File: config.mk
export PLATFORM = sky130hd
export DESIGN_NAME = fpr_cdb_arbiter
export DESIGN_NICKNAME = d
export VERILOG_FILES = /design/src/rtl/fpr_cdb_arbiter_pkg.sv /design/src/rtl/fpr_cdb_arbiter_rr_arbiter.sv /design/src/rtl/fpr_cdb_arbiter.sv
export SDC_FILE = /design/constraint.sdc
export NUM_CORES = 1
export LEC_CHECK = 0
export CORE_MARGIN = 2
export CORE_UTILIZATION = 25
export CTS_CLUSTER_SIZE = 14
export DETAILED_ROUTE_END_ITERATION = 8
export PLACE_DENSITY = 0.79
export SLEW_MARGIN = 10
export SYNTH_ARGS = -nofsm -noshare
export SYNTH_HDL_FRONTEND = slang
export SYNTH_SLANG_ARGS = --single-unit
File: constraint.sdc
create_clock -name clk -period 2.65 [get_ports clk]
set_clock_uncertainty 0.15 [all_clocks]
set_input_delay 0.265 -clock clk [delete_from_list [all_inputs] [get_ports clk]]
set_output_delay 0.265 -clock clk [all_outputs]
set_load 0.05 [all_outputs]
File: src/rtl/fpr_cdb_arbiter_pkg.sv
// Shared CDB types and helpers used by the FP and integer result buses.
// Holds the broadcast record, the ROB tag width and the tag comparator that consumers use.
package fpr_cdb_arbiter_pkg;

  localparam int ROB_WIDTH = 6;
  localparam int DATA_WIDTH = 32;

  typedef struct packed {
    logic                  valid;
    logic [ROB_WIDTH-1:0]  tag;
    logic [DATA_WIDTH-1:0] data;
  } cdb_t;

  // Reservation stations wake up only on a valid broadcast carrying their tag.
  function automatic logic tag_match(input cdb_t cdb, input logic [ROB_WIDTH-1:0] tag);
    return cdb.valid && (cdb.tag == tag);
  endfunction

endpackage

File: src/rtl/fpr_cdb_arbiter_rr_arbiter.sv
// Purely combinational round-robin picker: the first set request at or after ptr wins.
// Shared by the FP and integer CDB arbiters.
module rr_arbiter #(
  parameter int N  = 4,
  parameter int IW = (N > 1) ? $clog2(N) : 1
) (
  input  logic [N-1:0]  req,
  input  logic [IW-1:0] ptr,
  output logic [N-1:0]  gnt,
  output logic [IW-1:0] gnt_idx,
  output logic          any
);

  localparam int SW = IW + 1;

  logic [SW-1:0] sum;
  logic [IW-1:0] idx;

  // NOTE: every output gets a default before the scan so no path leaves it unassigned (no latch).
  always_comb begin
    gnt     = '0;
    gnt_idx = '0;
    any     = 1'b0;
    sum     = '0;
    idx     = '0;
    for (int k = 0; k < N; k++) begin
      // ptr < N and k < N, so one conditional subtraction implements the wrap.
      sum = {1'b0, ptr} + SW'(k);
      if (sum >= SW'(N)) sum = sum - SW'(N);
      idx = sum[IW-1:0];
      if (!any && req[idx]) begin
        any      = 1'b1;
        gnt[idx] = 1'b1;
        gnt_idx  = idx;
      end
    end
  end

endmodule

File: src/rtl/fpr_cdb_arbiter.sv
// FP common data bus arbiter: same-cycle round-robin grant, one-cycle-later broadcast
// of the winner's tag, with data muxed live from the winner's result register.
module fpr_cdb_arbiter
  import fpr_cdb_arbiter_pkg::*;
#(
  parameter int N_REQ = 4
) (
  input  logic                  clk,
  input  logic                  reset,
  input  logic [N_REQ-1:0]      req_valid,
  output logic [N_REQ-1:0]      req_ready,
  input  logic [ROB_WIDTH-1:0]  req_tag    [N_REQ],
  input  logic [DATA_WIDTH-1:0] req_result [N_REQ],
  output cdb_t                  fpr_cdb
);

  localparam int IW = $clog2(N_REQ);

  logic [IW-1:0]        ptr_q, ptr_d;
  logic [IW-1:0]        gnt_idx_q, gnt_idx_d;
  logic [ROB_WIDTH-1:0] gnt_tag_q, gnt_tag_d;
  logic                 gnt_v_q, gnt_v_d;

  logic [N_REQ-1:0] req_masked;
  logic [IW-1:0]    arb_idx;
  logic             arb_any;

  // Requests are masked while reset is high so no unit believes it dispatched.
  assign req_masked = reset ? '0 : req_valid;

  rr_arbiter #(
    .N  (N_REQ),
    .IW (IW)
  ) u_rr_arbiter (
    .req     (req_masked),
    .ptr     (ptr_q),
    .gnt     (req_ready),
    .gnt_idx (arb_idx),
    .any     (arb_any)
  );

  always_comb begin
    ptr_d     = ptr_q;
    gnt_idx_d = gnt_idx_q;
    gnt_tag_d = gnt_tag_q;
    gnt_v_d   = arb_any;
    if (arb_any) begin
      ptr_d     = (arb_idx == IW'(N_REQ - 1)) ? '0 : arb_idx + 1'b1;
      gnt_idx_d = arb_idx;
      gnt_tag_d = req_tag[arb_idx];
    end
  end

  // NOTE: state registers use non-blocking assignments so every flop samples pre-edge values.
  always_ff @(posedge clk) begin
    if (reset) begin
      ptr_q     <= '0;
      gnt_idx_q <= '0;
      gnt_tag_q <= '0;
      gnt_v_q   <= 1'b0;
    end else begin
      ptr_q     <= ptr_d;
      gnt_idx_q <= gnt_idx_d;
      gnt_tag_q <= gnt_tag_d;
      gnt_v_q   <= gnt_v_d;
    end
  end

  // The winner registered its result on the grant edge, so the data mux is combinational.
  always_comb begin
    fpr_cdb.valid = gnt_v_q;
    fpr_cdb.tag   = gnt_tag_q;
    fpr_cdb.data  = req_result[gnt_idx_q];
  end

endmodule

After elaboration in Yosys (flattened, before gate mapping)
Cells that the tools add are included.
{"block": "totals", "register_bits": 11, "latch_bits": 0, "ram_bits": 0, "romBits": 0, "input_bits": 158, "out_inout_bits": 43, "wordCells": 82, "n_memories": 0}
{"block": "op_classes", "add_sub_neg": 8, "n_mul": 0, "n_div": 0, "n_lt_le_gt_ge": 14, "eq_ne": 1, "shift": 0, "muxes": 40, "bitwise": 5, "n_reduce_logical": 10}
{"op": "binary-select mux 32 bit (select 2 bit)", "n": 1}
{"op": "two-way mux 32 bit", "n": 2}
{"op": "two-way mux 4 bit", "n": 5}
{"op": "two-way mux 2 bit", "n": 9}
{"op": ">= comparator 3 bit, second input constant", "n": 5}
{"op": "binary-select mux 6 bit (select 2 bit)", "n": 1}
{"op": "< comparator 2 x 3 -> 1 bit, second input constant", "n": 4}
{"op": "two-way mux 1 bit", "n": 12}
{"op": "two-way mux 6 bit", "n": 2}
{"op": "bitwise OR 4 bit", "n": 3}
{"op": "binary-select mux 1 bit (select 2 bit)", "n": 4}
{"op": "demux 1 bit (select 2 bit)", "n": 4}
{"op": ">= comparator 2 x 1 -> 1 bit, second input constant", "n": 4}
{"op": "subtractor 2 x 1 -> 2 bit, second input constant", "n": 4}
{"op": "logical AND 1 bit", "n": 7}
{"op": "adder 2 x 2 -> 3 bit, second input constant", "n": 2}
{"op": "inverter 2 -> 3 bit", "n": 2}
{"op": "adder 2 x 1 -> 3 bit, second input constant", "n": 1}
{"op": ">= comparator 2 x 3 -> 1 bit, second input constant", "n": 1}
{"op": "zero test 1 bit", "n": 3}
{"op": "adder 2 x 1 -> 2 bit, second input constant", "n": 1}
{"op": "equality test 2 bit, second input constant", "n": 1}

Depth between registers and ports, before layout
Gate-level depths: netlist (run 1).
{"block": "logic_depth", "depth_word": 18, "mapped_depth": 12, "ltp_nobuf": 9}

Cells and area by module
From an unflattened synthesis (run 1), not the netlist that was laid out.
{"block": "unflattened", "cells_unflattened": 143, "area_unflattened_um2": 1850.5}
{"mod": "fpr_cdb_arbiter", "instances": 1, "cells_per_inst": 98, "area_per_inst_um2": 1428.9, "seq_area_each_um2": 220.2}
{"mod": "rr_arbiter", "instances": 1, "cells_per_inst": 45, "area_per_inst_um2": 421.7, "seq_area_each_um2": 0.0}

Least setup slack after synthesis (run 1)
OpenSTA, ideal clock, no wires.
{"block": "synth_timing", "kind": "reg2reg", "from": "reg ptr_q[0]", "to": "reg ptr_q[0]", "setup_time_ns": 0.070, "arrival_ns": 2.722, "t_required_ns": 2.430, "setup_slack_ns": -0.291, "path_stages_with_launch": 12, "path_buffers": 3, "synth_period_minus_slack_ns": 2.941, "cell_sequence": "dfxtp_1 > buf_6 > inv_1 > ha_1 > buf_6 > mux4_2 > a31oi_1 > o21ai_2 > buf_6 > ha_1 > or3_1 > a21oi_1"}
{"block": "synth_via", "elab_chain_len": 16, "word_cells_on_any_way": 40, "classes_between": "add/sub: 8; order compare: 4; eq/ne: 1; mux: 21; reduce/logical: 6"}
{"item": "from (decl)", "line_no": "fpr_cdb_arbiter.sv:19", "rtl": "logic [IW-1:0] ptr_q, ptr_d;"}
{"item": "from (signal assigned)", "line_no": "fpr_cdb_arbiter.sv:62", "rtl": "ptr_q <= ptr_d;"}
{"item": "parallel branches: the longest is 13 deep, another holds adder 2 x 1 -> 3 bit"}
{"item": "two-way mux 2 bit (*)", "line_no": "fpr_cdb_arbiter_rr_arbiter.sv:31", "rtl": "if (!any && req[idx]) begin"}
{"item": "named net arb_idx[0]", "line_no": "fpr_cdb_arbiter.sv:25", "rtl": "logic [IW-1:0] arb_idx;"}
{"item": "adder 2 x 1 -> 2 bit or equality test 2 bit (tied branches)", "line_no": "fpr_cdb_arbiter.sv:48", "rtl": "ptr_d = (arb_idx == IW'(N_REQ - 1)) ? '0 : arb_idx + 1'b1;"}
{"item": "two-way mux 2 bit (*)", "line_no": "fpr_cdb_arbiter.sv:48"}
Mark *: on every way through the listed nets, which the timed path passes. The select of a mux whose other input is x is not followed.
A chain may end at the register's enable or synchronous reset.

Worst setup path in the final report (run 1)
{"block": "layout_timing", "from": "reg ptr_q[1]", "to": "out req_ready[3]"}
{"block": "layout_via", "elab_chain_len": 14, "word_cells_on_any_way": 59, "classes_between": "add/sub: 7; order compare: 12; mux: 27; bitwise: 3; reduce/logical: 10"}
{"item": "parallel branches: the longest is 13 deep, another holds adder 2 x 1 -> 3 bit"}
{"item": "two-way mux 4 bit (*)", "line_no": "fpr_cdb_arbiter_rr_arbiter.sv:31"}
{"item": "to (decl)", "line_no": "fpr_cdb_arbiter.sv:11", "rtl": "output logic [N_REQ-1:0] req_ready,"}
Mark *: on every way between the ends. The select of a mux whose other input is x is not followed.

==> impl_results.md, run 1 <==
- Status: finished with violations
- Failing checks: negative setup slack
- Worst Path Required: roughly 2200 ps
- Post-synth EDFFs: 0
- Chip height: about 88 um
- Placed cells: 449
- First-pass GRT wire length: 12.4 mm
- Global route total overflow: 0
- N_diodes: 0
- Initial antenna violation count: 0
- DRC: 0
- I/O Pins: about 200
- Worst slack at placement: -62.6 ps
- RSZ-0062 raised after global routing: yes
- CP endpoint kind: primary output
- Root Buffer: clkbuf_8
- Deepest clock path buffer count: 2
- Post-synthesis average cell area: ~12 um2
- Global router's overall resource usage: 0.207
- CP max stage delay: approximately 400 ps
- Detailed Place HPWL: approximately 7.7 mm
- Final Instance Count excl. Fillers: 459
- Clock power share: 0.096
- Max-slew headroom: 0.636
- P&R area growth vs syn: 154%
- Seq/Total Area, Yosys: 0.125
- ANT nets after route: 0
- Layout cells sized above 1: 0.328
- Fin crit period: about 2800 ps
- CP startpoint kind: flip-flop
- Vias: between 2000 and 2500
- Worst skew pair latency: approximately 240 ps
- Asr flop ratio synth: 0
- Sw Share: 0.403
- FP Rows: 30
- Worst path cell trace: inv_2, ha_4, buf_6, and3b_1, o2111a_1, a41o_1, a222oi_1, nand2_2, buf_12
- Final setup vio count: 5
- Number of distinct library cells after synthesis: 39
- Util after Layout: 0.656
- Critical Setup Path Class: flip-flop to primary output
- Comb pwr share: 0.788
- Psw: approximately 0.00070 W
- Iter 0 DRT Violations: 73
- GP Congestion: approximately 0.90
- Max frequency: 360 MHz
- Initial Utilization: 0.258
- Die area: 7750 um2
- Clock transition at the registers of the reported paths: 50 ps
- Flops & latches, synth: 11
- Largest net degree at the start of global routing: 33
- Crit-path max FO: 4
- # nets final: 531
- Leakage: approximately 1.7 nW
- Fin area: roughly 4500 um2
- Final hold vios: 0
- CTS buffer count: 3
- Slew Viols, Final: 0
- Vias in the first global route: approximately 2400
- Worst Path Buf+Inv: 3
- Port buffer count: 200
- Detailed Route WL: 8.85 mm
- Sinks on Clock Net: 11
- Post-Synthesis Cells: 152
- Most common flop cell mapped by yosys: dfxtp_1
- DR vias/cell: around 5
- CTS H-tree lvls: 1
- Worst-margin pin slew: 545 ps
- Setup ws final: -125 ps
- Hold slack final: approximately 330 ps
- Seq pwr share: 0.116
- YS warnings: 0
- Post-placement cell area: ~4300 um2
- PwrDens: ~390 nW/um2
- Tightest Hold Check Type: flip-flop to flip-flop
- Most frequent cells in the layout: 164 x clkdlybuf4s50_1, 38 x buf_12, 35 x mux4_2, 20 x buf_4, 10 x nand2_1
- Peak supply drop: approximately 320 uV
- Area of the mapped netlist: between 1500 and 2000 um2
- Most common cell after layout, fill and taps aside: clkdlybuf4s50_1
- Int Power: about 0.0010 W
- Core Area: a little under 7000 um2
- CTS tree: yes
- Crit path DAT: between 2000 and 2500 ps
- Die X: slightly below 90 um
- Syn nets: about 320
- Crit path max-delay family: compound AO/OA/AOI/OAI gates
- Max-cap violations: 0
- Drt pass-1 iters: 4
- Part of the cycle the worst path needs: 1.05
- Slowest CP cell: a222oi_1
- Per-cell routed wire length: 19.3 um
-- worst min-delay path, delay by kind of cell (launching register included) --
kind            cells  cell delay, ps
simple gates        1              70
compound gates      1              60
flops               1             320
-- Yosys cell counts (2+ instances only) --
cell | n | area, um2
clkbuf_1 | 5 | 18.8
nor3b_1 | 2 | 15.0
buf_6 | 3 | 33.8
nor2_1 | 7 | 26.3
dfxtp_1 | 11 | 220
buf_2 | 4 | 20.0
mux2i_1 | 9 | 90.1
and3_1 | 2 | 12.5
a21bo_2 | 2 | 20.0
a221oi_1 | 3 | 26.3
a21oi_1 | 8 | 40.0
buf_1 | 3 | 11.3
mux2_2 | 3 | 33.8
inv_1 | 5 | 18.8
nand3_1 | 3 | 15.0
nand2_1 | 14 | 52.6
mux4_2 | 35 | 788
a222oi_1 | 4 | 40.0
ha_1 | 9 | 113
-- worst paths after layout --
check             slack, ps    startpoint  cells after the start      endpoint
hold reg to reg         330  gnt_idx_q[1]                      2  gnt_idx_q[1]
setup reg to reg        -20      ptr_q[1]                     13      ptr_q[0]
setup / recovery       -130      ptr_q[1]                      9  req_ready[3]
hold / removal          330  gnt_idx_q[1]                      2  gnt_idx_q[1]
-- stage by stage --
stage | total power [W] | setup TNS, ps
after CTS | 0.00175 | -244
final | 0.00175 | -307
after global routing | 0.00182 | -1150
after global placement | 0.00153 | 0
after floorplan | 0.000861 | -130
after detailed placement | 0.00156 | -338
-- power by group through the flow --
stage | logic (W) | registers (W) | clock network [W]
after floorplan | 0.000607 | 0.000254 | 0
after CTS | 0.00138 | 0.000203 | 0.000173
final | 0.00138 | 0.000203 | 0.000167
after global placement | 0.00133 | 0.000205 | 0
after global routing | 0.00144 | 0.000205 | 0.000178
after detailed placement | 0.00135 | 0.000205 | 0
-- per-layer routing --
layer | global-route usage | vias up | share of wire | routed length, um
li1 | - | 1057 | - | -
met1 | 0.234 | 1084 | 0.34 | 3030
met2 | 0.394 | 145 | 0.54 | 4780
met3 | 0.0528 | 8 | 0.11 | 946
met4 | 0.0399 | 0 | 0.011 | 95
met5 | 0 | - | 0 | 0
-- flip-flops by register name, summed over array words and instances (netlist names) --
signal and cells:
gnt_tag_q 6, gnt_v_q 1, ptr_q 2, gnt_idx_q 2
-- cells by family (layout without fill, tap and decap cells) --
group           count (synthesis)  in the layout  share of synthesized area
mux                            48             48                      0.523
buf+inv                        22            233                     0.0652
fa+ha+maj                       9              9                     0.0638
flops                          11             11                      0.125
compound gates                 30             30                      0.138
simple gates                   32             32                     0.0850
-- final cells by class --
class | count | area, um2
clock buffer | 4 | 45.0
fill | 522 | 2350
inverter | 5 | 26.3
multi-input combinational | 119 | 1490
sequential | 11 | 226
tap | 96 | 120
timing repair buffer | 224 | 2570
-- repair_timing --
item                       CTS  global route
setup buffers                5             1
pin swaps                    8             8
gates resized for setup      4             3
hold buffers                 0             0
setup endpoints to repair    4             9
Power figures use the tool's default switching activity.
==> run 2, diff against run 1 <==
--- a/config.mk
+++ b/config.mk
@@ -10,7 +10,6 @@
 export CTS_CLUSTER_SIZE = 14
 export DETAILED_ROUTE_END_ITERATION = 8
 export PLACE_DENSITY = 0.79
-export SLEW_MARGIN = 10
 export SYNTH_ARGS = -nofsm -noshare
 export SYNTH_HDL_FRONTEND = slang
 export SYNTH_SLANG_ARGS = --single-unit
==> results of run 2 <==
Final layout, timing and power as in run 1 (identical DEF).
